<file path="config.mk">
export PLATFORM = sky130hd
export DESIGN_NAME = drop_sequencer
export DESIGN_NICKNAME = d
export VERILOG_FILES = /design/src/rtl/drop_seq_pkg.sv /design/src/rtl/drop_seq_timer.sv /design/src/rtl/drop_sequencer.sv
export SDC_FILE = /design/constraint.sdc
export NUM_CORES = 1
export LEC_CHECK = 0
export ABC_AREA = 0
export CORE_MARGIN = 4
export CORE_UTILIZATION = 36
export CTS_CLUSTER_SIZE = 20
export DETAILED_ROUTE_END_ITERATION = 16
export SETUP_SLACK_MARGIN = 0.05
export SYNTH_ARGS = -nofsm -noshare
export SYNTH_HDL_FRONTEND = slang
export SYNTH_SLANG_ARGS = --single-unit
export TNS_END_PERCENT = 10
</file>
<file path="constraint.sdc">
create_clock -name clk -period 3.6 [get_ports clk]
set_clock_uncertainty 0.1 [all_clocks]
set_input_delay 0.72 -clock clk [delete_from_list [all_inputs] [get_ports clk]]
set_output_delay 0.72 -clock clk [all_outputs]
set_load 0.01 [all_outputs]
</file>
<file path="src/rtl/drop_seq_pkg.sv">
// Shared types and constants for the drop sequencer.
// The optional sample watchdog is enabled by defining DROP_SEQ_WATCHDOG_EN.
package drop_seq_pkg;

  typedef enum logic [1:0] {
    ST_IDLE  = 2'd0,
    ST_ARMED = 2'd1,
    ST_DROP  = 2'd2,
    ST_COOL  = 2'd3
  } state_t;

  localparam int DEF_W = 16;
  localparam int CNT_W = 8;

endpackage

</file>
<file path="src/rtl/drop_seq_timer.sv">
// Loadable down-counter with a zero flag; one instance times both the drop
// window and the cooldown lockout.
module drop_seq_timer #(
  parameter int TW = 4
) (
  input  logic          clk,
  input  logic          rst,
  input  logic          i_load,
  input  logic [TW-1:0] i_load_val,
  input  logic          i_dec,
  output logic          o_zero
);

  logic [TW-1:0] r_cnt;

  always_ff @(posedge clk or posedge rst) begin
    if (rst) begin
      r_cnt <= '0;
    end else if (i_load) begin
      r_cnt <= i_load_val;
    end else if (i_dec && (r_cnt != '0)) begin
      r_cnt <= r_cnt - 1'b1;
    end
  end

  assign o_zero = (r_cnt == '0);

endmodule

</file>
<file path="src/rtl/drop_sequencer.sv">
// Drop episode sequencer: sample/limit registers, IDLE/ARMED/DROP/COOL FSM,
// saturating episode counter and, with DROP_SEQ_WATCHDOG_EN, a sample watchdog.
module drop_sequencer
  import drop_seq_pkg::*;
#(
  parameter int W           = DEF_W,
  parameter int DROP_CYCLES = 8,
  parameter int COOL_CYCLES = 16,
  parameter int HYST        = 2,
  parameter int WDOG_CYCLES = 64
) (
  input  logic             clk,
  input  logic             rst,
  input  logic             sample_valid,
  input  logic [W-1:0]     sample_data,
  input  logic             cfg_load,
  input  logic [W-1:0]     cfg_lim,
  input  logic             arm,
  input  logic             disarm,
  output logic [W-1:0]     t_act,
  output logic [W-1:0]     t_lim,
  output logic             drop_en,
  output logic [1:0]       state,
  output logic [CNT_W-1:0] drop_count,
  output logic             fault
);

  localparam int TMAX = (DROP_CYCLES > COOL_CYCLES) ? DROP_CYCLES : COOL_CYCLES;
  localparam int TW   = (TMAX > 1) ? $clog2(TMAX) : 1;

  state_t           r_state, w_state_nxt;
  logic [W-1:0]     r_t_act, r_t_lim;
  logic [CNT_W-1:0] r_drop_count;
  logic             w_tmr_load, w_tmr_dec, w_tmr_zero;
  logic [TW-1:0]    w_tmr_val;
  logic             w_episode, w_wdog_trip, w_fault, w_early;
  logic [W:0]       w_lim_hyst;

  // Extra bit keeps t_lim + HYST from wrapping near full scale.
  assign w_lim_hyst = {1'b0, r_t_lim} + (W+1)'(HYST);
  assign w_early    = ({1'b0, r_t_act} >= w_lim_hyst);

  drop_seq_timer #(.TW(TW)) u_timer (
    .clk       (clk),
    .rst       (rst),
    .i_load    (w_tmr_load),
    .i_load_val(w_tmr_val),
    .i_dec     (w_tmr_dec),
    .o_zero    (w_tmr_zero)
  );

  always_ff @(posedge clk or posedge rst) begin
    if (rst) begin
      r_state      <= ST_IDLE;
      r_t_act      <= '0;
      r_t_lim      <= '0;
      r_drop_count <= '0;
    end else begin
      r_state <= w_state_nxt;
      if (sample_valid) r_t_act <= sample_data;
      if (cfg_load && (r_state == ST_IDLE)) r_t_lim <= cfg_lim;
      if (w_episode && (r_drop_count != '1)) r_drop_count <= r_drop_count + 1'b1;
    end
  end

  always_comb begin
    w_state_nxt = r_state;
    w_tmr_load  = 1'b0;
    w_tmr_val   = '0;
    w_tmr_dec   = 1'b0;
    w_episode   = 1'b0;
    if (disarm || w_wdog_trip) begin
      w_state_nxt = ST_IDLE;
    end else begin
      case (r_state)
        ST_IDLE: begin
          if (arm && !w_fault) w_state_nxt = ST_ARMED;
        end
        ST_ARMED: begin
          if (r_t_act < r_t_lim) begin
            w_state_nxt = ST_DROP;
            w_tmr_load  = 1'b1;
            w_tmr_val   = TW'(DROP_CYCLES - 1);
          end
        end
        ST_DROP: begin
          if (w_tmr_zero || w_early) begin
            w_state_nxt = ST_COOL;
            w_tmr_load  = 1'b1;
            w_tmr_val   = TW'(COOL_CYCLES - 1);
            w_episode   = 1'b1;
          end else begin
            w_tmr_dec = 1'b1;
          end
        end
        default: begin
          if (w_tmr_zero) w_state_nxt = ST_ARMED;
          else            w_tmr_dec   = 1'b1;
        end
      endcase
    end
  end

`ifdef DROP_SEQ_WATCHDOG_EN
  localparam int WDW = (WDOG_CYCLES > 1) ? $clog2(WDOG_CYCLES) : 1;

  logic [WDW-1:0] r_wdog;
  logic           r_fault;

  assign w_wdog_trip = (r_state != ST_IDLE) && (r_wdog == WDW'(WDOG_CYCLES - 1));
  assign w_fault     = r_fault;

  always_ff @(posedge clk or posedge rst) begin
    if (rst) begin
      r_wdog  <= '0;
      r_fault <= 1'b0;
    end else begin
      if (sample_valid || (r_state == ST_IDLE)) r_wdog <= '0;
      else if (!w_wdog_trip)                    r_wdog <= r_wdog + 1'b1;
      if (w_wdog_trip)                                 r_fault <= 1'b1;
      else if (cfg_load && (r_state == ST_IDLE))       r_fault <= 1'b0;
    end
  end
`else
  logic w_unused_wdog;
  assign w_unused_wdog = (WDOG_CYCLES > 0);
  assign w_wdog_trip   = 1'b0;
  assign w_fault       = 1'b0;
`endif

  assign t_act      = r_t_act;
  assign t_lim      = r_t_lim;
  assign state      = r_state;
  assign drop_en    = (r_state == ST_ARMED) || (r_state == ST_DROP);
  assign drop_count = r_drop_count;
  assign fault      = w_fault;

endmodule

</file>
==> metrics <==
CP endpoint kind=flop; WL final=6880 µm; Max Fclk=between 300 and 400 MHz; post-synth top area share=0.383; Layout area overhead=33.9%; initial antenna violation count=0; Via Count=between 2,000 and 2,500; number of max-cap violations=0; pins over their slew limit=0; crit-path cells=ha_1 -> nand2_1 -> nor3_1 -> nand2_1 -> xnor2_1 -> ha_1 -> nand4_1 -> a2111o_1 -> and3_4 -> o31a_1 -> or2_0 -> a21oi_1; commonest non-fill, non-tap cells in the layout=clkdlybuf4s50_1 (80), dfrtp_1 (46), ha_1 (38), mux2_2 (32), inv_1 (22); Antenna Cells=0; unrepaired setup endpoints after global routing=no; IO Port Bufs=80; Slew HR=0.365; total track usage=0.146; VDD IR max=between 0.3 and 0.4 mV; I/O pin count=a little over 80; die height=around 100 µm; Multi-input gate area=between 1500 and 2000 µm²; hpwl dp=5500 µm; max incr delay on CP=about 0.44 ns; Initial DRC Count=67; Fin Hold WS=~0.41 ns; first-pass GRT wire length=11,700 µm; DR vias/cell=5.00; Post-Place Worst Slack=roughly 0.38 ns; Slew @ Worst Pin=0.952 ns; hold buffer count at CTS=0; Lkg Pwr=roughly 1.7 nW; hold endpoint=drop_count[7]; kind of critical path=flop to flop; Hold Path Class=flop to flop; global route overflow=0; post-CTS sizing=0; First-pass DRT Iterations=4; CP top delay family=simple AND/OR/NAND/NOR gates; H-tree levels=2; Tmin final=~3.2 ns; power per cell area=approximately 670 nW/µm²; Final Util=0.492; status=finished, final reports clean; FP Rows=33; final setup TNS=0 ns; Non-Filler Instances=roughly 480; final worst-path cycle share=0.901; Clock Pin Slew Worst Setup and Hold Paths=0.09 ns; largest net degree at the start of global routing=between 40 and 50; YS warnings=0; Register Area=about 1200 µm²; Worst setup SP type=flop; WP data arrival=about 3.4 ns; end of the worst register-to-register path=state[0]; syn nets=~370; # Post-CTS Setup Buffers=0; setup violators final=0; setup ws final=~0.36 ns; initial core utilization=0.367; Worst R2R Setup Slack=0.36 ns; HP Start=drop_count[7]; Clock Sinks=46; TritonCTS clock tree=yes; Placer Congestion=between 0.8 and 0.9; hold depth=1; Critical Path Fanout Max=6; fillers=between 700 and 800; Worst-Skew Late Latency=around 0.3 ns; Avg Cell Area, Syn=~10 µm²; synthesized instance count=just under 300; Cell Area, Synth=3000 µm²; Nets=around 450; Die X=approximately 99 µm; DRT antenna net count=0; DIE AREA=9870 µm²; Final Hold Vio Count=0; flop and latch count out of synthesis=46; largest cells by area after synthesis=dfrtp_1 (38%), ha_1 (16%), mux2_2 (12%); register area share after synthesis=0.383; Synth cell types=between 40 and 50; TritonCTS Buffers=5; CP max stage cell=dfrtp_1; detailed-route DRC error count=0; Wirelength per Cell=roughly 14 µm; Root Driver=clkbuf_8; R2R depth=12; Critical path buffers and inverters=0; fraction of layout cells with a size suffix above 1=0.126; placed instance count=between 400 and 500; vias in the first global route=between 2,000 and 2,500; Worst Path Required=between 3 and 4 ns; Synth area leader=dfrtp_1; core area=8180 µm²; commonest non-fill, non-tap cell in the layout=clkdlybuf4s50_1; RR Startpoint=t_lim[1]; Clock Tree Buf Depth=2
[Yosys cell counts]
| cell | count |
|---|---|
| nor2_1 | 10 |
| a21oi_1 | 10 |
| nor3b_1 | 2 |
| o22ai_1 | 1 |
| mux2_2 | 32 |
| o21ai_1 | 2 |
| or2_2 | 1 |
| clkbuf_1 | 3 |
| or3b_2 | 1 |
| nor4_1 | 1 |
| nand2_2 | 1 |
| nand2b_1 | 4 |
| a31oi_1 | 2 |
| o31a_1 | 1 |
| and3_1 | 3 |
| nand2_1 | 14 |
| buf_4 | 1 |
| a2111oi_0 | 1 |
| nand4_1 | 11 |
| dfrtp_1 | 46 |
| nor3_1 | 7 |
| mux2i_1 | 1 |
| o211ai_1 | 4 |
| buf_2 | 1 |
| o21ai_0 | 10 |
| o21a_1 | 3 |
| nor4b_1 | 1 |
| and3_4 | 1 |
| nor4_2 | 1 |
| and3b_1 | 1 |
| conb_1 | 1 |
| ha_1 | 38 |
| xnor2_1 | 17 |
| inv_1 | 23 |
| nor4bb_1 | 1 |
| a211oi_1 | 2 |
| nand3_1 | 15 |
| nor2b_1 | 4 |
| or2_0 | 1 |
| xor2_1 | 5 |
| a21o_1 | 2 |
| a2111o_1 | 2 |
| nor3_2 | 1 |
[area by class of cell]
| class | instances | area share |
|---|---|---|
| Multi-Input combinational cell | 215 | 0.433 |
| Sequential cell | 46 | 0.286 |
| Timing Repair Buffer | 80 | 0.199 |
| Tap cell | 105 | 0.0327 |
| Inverter | 23 | 0.0215 |
| Clock buffer | 5 | 0.0171 |
| Clock inverter | 3 | 0.00996 |
[stage by stage]
step / power [mW] / area [µm²]
global route: 2.93 / 4020
CTS: 2.72 / 4020
floorplan: 1.75 / 3000
detailed placement: 2.32 / 3910
finish: 2.68 / 4020
global placement: 2.30 / 3910
[worst max path at each step]
stage                     to  startpoint  cells past startpoint
floorplan           state[1]    t_lim[1]                     12
global placement    state[1]    t_lim[1]                     12
detailed placement  state[1]    t_lim[1]                     12
CTS                 state[1]    t_lim[1]                     12
global route        state[0]    t_lim[3]                     11
finish              state[0]    t_lim[1]                     12
[state kept, by name, summed over array words and instances (netlist names)]
signal         count
u_timer.r_cnt      4
t_lim             16
drop_count         8
t_act             16
state              2
[worst register-to-register path, cell delays in order (launching register included)]
cell	delay [ns]
dfrtp_1	0.44
ha_1	0.23
nand2_1	0.11
nor3_1	0.30
nand2_1	0.11
xnor2_1	0.14
ha_1	0.31
nand4_1	0.12
a2111o_1	0.42
and3_4	0.20
o31a_1	0.32
or2_0	0.21
a21oi_1	0.15
[cells by family (layout without fill, tap and decap cells)]
logic type / Yosys count / in the layout / share of synthesized area
and+or+nand+nor: 81 / 81 / 0.149
other: 1 / 1 / 0.00125
muxes: 33 / 33 / 0.123
DFF: 46 / 46 / 0.383
adders and majority gates: 38 / 38 / 0.158
xor gates and xnor gates: 22 / 22 / 0.0642
AOI/OAI and AO/OA: 40 / 40 / 0.0837
buffers and inverters: 28 / 111 / 0.0367
[power breakdown]
group,leakage (nW),switching (mW),internal [mW]
Combinational,1.13,0.678,0.766
Clock,0.0579,0.179,0.204
Sequential,0.550,0.190,0.665
[per-layer routing]
metal	part of all wire	up-vias	GRT usage	wire length (µm)
li1	-	1195	-	-
met4	0.015	0	0.0410	103
met3	0.051	9	0.0344	348
met2	0.48	57	0.247	3290
met1	0.46	1123	0.188	3140
met5	0	-	0	0
Note: power is estimated with default switching activity, not from simulation.
